`config.mk`:
```
export PLATFORM = sky130hd
export DESIGN_NAME = disp_shift_driver
export DESIGN_NICKNAME = d
export VERILOG_FILES = /design/src/rtl/disp_pkg.sv /design/src/rtl/disp_tick_gen.sv /design/src/rtl/disp_shift_driver.sv
export SDC_FILE = /design/constraint.sdc
export NUM_CORES = 1
export LEC_CHECK = 0
export ABC_AREA = 0
export BUFFER_PORTS_ARGS = -buffer_cell sky130_fd_sc_hd__buf_2
export CORE_MARGIN = 3
export CORE_UTILIZATION = 55
export CTS_CLUSTER_SIZE = 25
export DETAILED_ROUTE_END_ITERATION = 10
export GPL_TIMING_DRIVEN = 0
export PLACE_DENSITY = 0.87
export SLEW_MARGIN = 20
export SYNTH_ARGS = -nofsm -noshare
export SYNTH_HDL_FRONTEND = slang
export SYNTH_SLANG_ARGS = --single-unit
```
`constraint.sdc`:
```
create_clock -name clk -period 2.5 [get_ports clk]
set_clock_uncertainty 0.1 [all_clocks]
set_input_delay 0.5 -clock clk [delete_from_list [all_inputs] [get_ports clk]]
set_output_delay 0.5 -clock clk [all_outputs]
set_load 0.02 [all_outputs]
```
`src/rtl/disp_pkg.sv`:
```
// Shared types and constants for the 74HC595 display shift driver.
package disp_pkg;

  localparam int WIDTH_DEFAULT = 16;
  localparam int DIV_DEFAULT   = 4;
  localparam int DIV_W         = 8;

  typedef enum logic [1:0] {
    IDLE     = 2'd0,
    SHIFT_LO = 2'd1,
    SHIFT_HI = 2'd2,
    LATCH    = 2'd3
  } disp_state_t;

endpackage

```
`src/rtl/disp_tick_gen.sv`:
```
// Divider for the serial clock phases: one tick every DIV system clocks,
// held at its reload value while clear is high.
module disp_tick_gen
  import disp_pkg::*;
#(
  parameter int DIV = DIV_DEFAULT
) (
  input  logic clk,
  input  logic rst,
  input  logic clear,
  output logic tick
);

  localparam logic [DIV_W-1:0] RELOAD = DIV_W'(DIV - 1);

  logic [DIV_W-1:0] div_cnt;

  always_ff @(posedge clk or posedge rst) begin
    if (rst) begin
      div_cnt <= RELOAD;
    end else if (clear || (div_cnt == '0)) begin
      div_cnt <= RELOAD;
    end else begin
      div_cnt <= div_cnt - 1'b1;
    end
  end

  assign tick = !clear && (div_cnt == '0);

endmodule

```
`src/rtl/disp_shift_driver.sv`:
```
// Serialises one WIDTH-bit frame MSB first into a 74HC595 chain, then pulses
// the storage latch. All sr_* outputs decode only from registered state.
module disp_shift_driver
  import disp_pkg::*;
#(
  parameter int WIDTH = WIDTH_DEFAULT,
  parameter int DIV   = DIV_DEFAULT
) (
  input  logic             clk,
  input  logic             rst,
  input  logic [WIDTH-1:0] in_data,
  input  logic             in_valid,
  output logic             in_ready,
  output logic             sr_clk,
  output logic             sr_data,
  output logic             sr_latch,
  output logic             busy
);

  localparam int CNT_W = (WIDTH > 1) ? $clog2(WIDTH) : 1;

  disp_state_t      state;
  disp_state_t      state_next;
  logic [WIDTH-1:0] shreg;
  logic [CNT_W-1:0] bit_cnt;
  logic             tick;
  logic             div_clear;
  logic             accept;
  logic             shift_en;

  assign accept    = in_valid && (state == IDLE);
  assign div_clear = (state == IDLE);

  disp_tick_gen #(
    .DIV (DIV)
  ) u_tick_gen (
    .clk   (clk),
    .rst   (rst),
    .clear (div_clear),
    .tick  (tick)
  );

  always_ff @(posedge clk or posedge rst) begin
    if (rst) begin
      state <= IDLE;
    end else begin
      state <= state_next;
    end
  end

  always_comb begin
    state_next = state;
    shift_en   = 1'b0;
    case (state)
      IDLE: begin
        if (accept) state_next = SHIFT_LO;
      end
      SHIFT_LO: begin
        if (tick) state_next = SHIFT_HI;
      end
      SHIFT_HI: begin
        if (tick) begin
          if (bit_cnt != '0) begin
            shift_en   = 1'b1;
            state_next = SHIFT_LO;
          end else begin
            state_next = LATCH;
          end
        end
      end
      LATCH: begin
        if (tick) state_next = IDLE;
      end
      default: state_next = IDLE;
    endcase
  end

  // Shift only on leaving SHIFT_HI so sr_data is stable across the sr_clk rise.
  always_ff @(posedge clk or posedge rst) begin
    if (rst) begin
      shreg   <= '0;
      bit_cnt <= '0;
    end else if (accept) begin
      shreg   <= in_data;
      bit_cnt <= CNT_W'(WIDTH - 1);
    end else if (shift_en) begin
      shreg   <= shreg << 1;
      bit_cnt <= bit_cnt - 1'b1;
    end
  end

  assign in_ready = (state == IDLE);
  assign busy     = (state != IDLE);
  assign sr_clk   = (state == SHIFT_HI);
  assign sr_latch = (state == LATCH);
  assign sr_data  = ((state == SHIFT_LO) || (state == SHIFT_HI)) && shreg[WIDTH-1];

endmodule

```
==> reports/metrics.yaml <==
final_layout:
  drive_above_1_share_pct: 21.6
  multi_input_area_sq_um: 712
  regArea_sq_um: 753
  syn2layout_area_growth_pct: 17.2
  diodes: 0
  nets: 225
  fill_cells: 207
grt:
  grt_pass1_wl_microns: 5600
  overflow: 0
  antenna_found_initial: 0
  grt_max_degree: 31
  first_global_vias: 1307
  grtUsageTotal_pct: 21.4
sta:
  timing.final.crit_period_ns: 2.08
  fin_setup_tns_ns: 0
  finalSetupViolations: 0
  hold_violations: 0
  drv_slew: 0
  rsz0062_at_grt: "false"
  tightest_slew_ns: 0.616
  fmax_mhz: 482
  worst_slack_ns: 0.425
  max_slew_margin_pct: 58.9
  min_period_over_period_pct: 83.0
logic_synthesis:
  yosysWarnings: 0
  ys.flop_type: "dfrtp_1"
  synth_edf_count: 0
  synth_top_area_share_pct: 45.7
  synth_most_common_cell: "nand2_1"
  synth_area_sq_um: 1530
  seq_area_frac_synth_pct: 49.1
  syn_area_per_cell_sq_um: 9.13
  synth_nets: 195
  ys_ff_latch: 30
  synth_cell_types: 33
  synth_common_cells: "nand2_1 (41), dfrtp_1 (28), nor2_1 (22)"
  synth_area_leader_cell: "dfrtp_1"
  yosys-top-cells-area: "dfrtp_1 (46%), nand2_1 (10%), ha_1 (6.5%)"
  synthArstFlopShare_pct: 100
  synth_cells: 168
die:
  ios: 24
  start_util_pct: 59.7
  core_sq_um: 2570
  die-area_sq_um: 3460
  die_w_microns: 58.8
  num_rows: 18
  die_h_microns: 58.8
setup_path:
  cp_num_cells: 4
  reg2regPathDepth: 7
  crit_end: "sr_data"
  worstReg2RegEnd: "shreg[3]$_DFFE_PP0P_"
  worstPathCellList: "inv_1, ha_1, and2_1, buf_2"
  cpPeakStageDelay_ns: 0.42
  critPathCaptureType: "output port"
  required_ns: 1.90
  cp_slowest_cell: "dfrtp_1"
  critPathKind: "register to output port"
  path_delay_family: "flip-flops"
  r2r_setup_slack_ns: 0.51
  rr_startpoint: "state[0]$_DFFE_PP0P_"
  path_max_fanout: 5
  crit_path_start: "state[0]$_DFFE_PP0P_"
  crit_path_start_kind: "register"
  critPathArrivalTime_ns: 1.48
  path_buf_inv: 2
placement:
  gp_congestion: 0.778
  dp_hpwl_microns: 2260
  numPortBuffers: 23
  pre_cts_ws_ns: 0.537
drt:
  detail_route.wirelength_microns: 3200
  routed_via_density: 5.62
  top_layer: "met4"
  wl_per_cell_microns: 14.0
  drtPass1Iterations: 4
  met1_length_microns: 1260
  wl_met3_microns: 139
  ant_nets: 0
  drt_iter0_drc: 49
  vias: 1287
  route.met2.wl_microns: 1720
  remaining_drc_errors: 0
clock_tree:
  cts.sinks: 30
  cts_buffer_depth: 2
  numCtsBuffers: 5
  cts.repair.resized: 0
  postCtsSetupBuffers: 0
  clkTransAtPathRegs_ns: 0.11
  cts_tree: "yes"
  cts_root_buf: "clkbuf_4"
  htreeDepth: 2
  clock_latency_ns: 0.34
  hold_buffers: 0
outcome:
  status: "complete, no violations"
power:
  ir_worst_vdd_mv: 0.483
  p_int_uw: 834
  p_comb_share_pct: 2.3
  switching_share_pct: 18.7
  switching_power_uw: 192
  power_density_nw_per_um2: 570
  seqPwrFrac_pct: 47.3
  p_clk_share_pct: 50.4
  p_leak_nw: 0.901
min_path:
  min_path_type: "primary input to async pin"
run:
  drv_cap: 0
==> final cells by class <==
class | instances | share of cell area [%]
sequential | 30 | 41.9
multi-input combinational | 124 | 39.6
timing repair buffer | 23 | 6.40
clock inverter | 2 | 3.34
clock buffer | 6 | 2.85
buffer | 6 | 2.16
tap | 30 | 2.09
inverter | 8 | 1.67
==> logic make-up (layout without fill, tap and decap cells) <==
| logic type | count (synthesis) | after routing | share of synthesized area (%) |
|---|---|---|---|
| AO/OA/AOI/OAI | 32 | 32 | 12.3 |
| flip-flops | 30 | 30 | 49.1 |
| XOR/XNOR | 5 | 5 | 2.86 |
| adder cells (fa/ha/maj) | 8 | 8 | 6.53 |
| AND/OR/NAND/NOR | 79 | 79 | 24.7 |
| buffers and inverters | 14 | 45 | 4.49 |
==> cells in the final DEF, fill, tap and decap left out <==
master / synthesis / routed
or3_1: 1 / 1
dfstp_2: 2 / 2
nor4_2: 1 / 1
inv_1: 8 / 7
and3_1: 2 / 2
or3b_1: 1 / 1
o31ai_1: 1 / 1
or4_4: 1 / 1
nand2_1: 41 / 41
ha_1: 8 / 8
nor2b_1: 1 / 1
clkbuf_1: 3 / 3
a21oi_1: 7 / 7
and4_4: 1 / 1
o211ai_1: 1 / 1
a311oi_1: 1 / 1
xor2_1: 2 / 2
buf_2: 1 / 24
dfrtp_1: 28 / 28
buf_6: 2 / 2
clkbuf_4: 0 / 5
nand3_1: 1 / 1
o21ai_0: 4 / 4
clkbuf_8: 0 / 1
nor2_1: 22 / 22
o21ai_1: 2 / 2
a31oi_1: 15 / 15
nor3b_2: 1 / 1
o22ai_1: 1 / 1
xnor2_1: 3 / 3
nor3_1: 2 / 2
bufinv_16: 0 / 2
or2_0: 1 / 1
and2_1: 1 / 1
nand4_2: 1 / 1
inv_2: 0 / 1
nor4_4: 1 / 1
==> how the worst min path moves through the flow <==
| stage | from | to | slack (ns) | depth (start not counted) |
|---|---|---|---|---|
| after detailed placement | u_tick_gen.div_cnt[0]$_DFF_PP1_ | u_tick_gen.div_cnt[0]$_DFF_PP1_ | 0.35 | 1 |
| after floorplan | u_tick_gen.div_cnt[0]$_DFF_PP1_ | u_tick_gen.div_cnt[0]$_DFF_PP1_ | 0.34 | 1 |
| after CTS | in_data[8] | shreg[8]$_DFFE_PP0P_ | 0.32 | 3 |
| final | rst | shreg[12]$_DFFE_PP0P_ | 0.11 | 2 |
| after global routing | rst | u_tick_gen.div_cnt[5]$_DFF_PP0_ | 0.14 | 2 |
| after global placement | u_tick_gen.div_cnt[0]$_DFF_PP1_ | u_tick_gen.div_cnt[0]$_DFF_PP1_ | 0.35 | 1 |
==> flip-flops by register name (all words and copies together), names as in the netlist <==
register and flops:
u_tick_gen.div_cnt 8, state 2, shreg 16, bit_cnt 4
==> power groups by stage <==
| stage | sequential, mW | clock (mW) | combinational [mW] |
|---|---|---|---|
| final | 0.485 | 0.517 | 0.0236 |
| after global routing | 0.485 | 0.552 | 0.0266 |
| after CTS | 0.485 | 0.520 | 0.0243 |
| after detailed placement | 0.494 | 0 | 0.0239 |
| after global placement | 0.494 | 0 | 0.0229 |
| after floorplan | 0.494 | 0 | 0.00730 |
==> routing by layer <==
layer / track usage (%) / vias up
li1: - / 627
met2: 36.8 / 33
met5: 0 / -
met1: 24.4 / 615
met3: 7.46 / 12
met4: 7.77 / 0
==> per-stage QoR <==
step,area [sq um],hold WS [ns],instances,util (%),power [mW]
after floorplan,1530,0.336,168,-,0.502
after global placement,1690,0.346,221,65.7,0.517
after detailed placement,1690,0.348,221,65.7,0.518
after CTS,1800,0.315,229,70.0,1.03
after global routing,1800,0.137,229,70.0,1.06
final,1800,0.113,229,70.0,1.03
(Power assumes the default switching activity.)
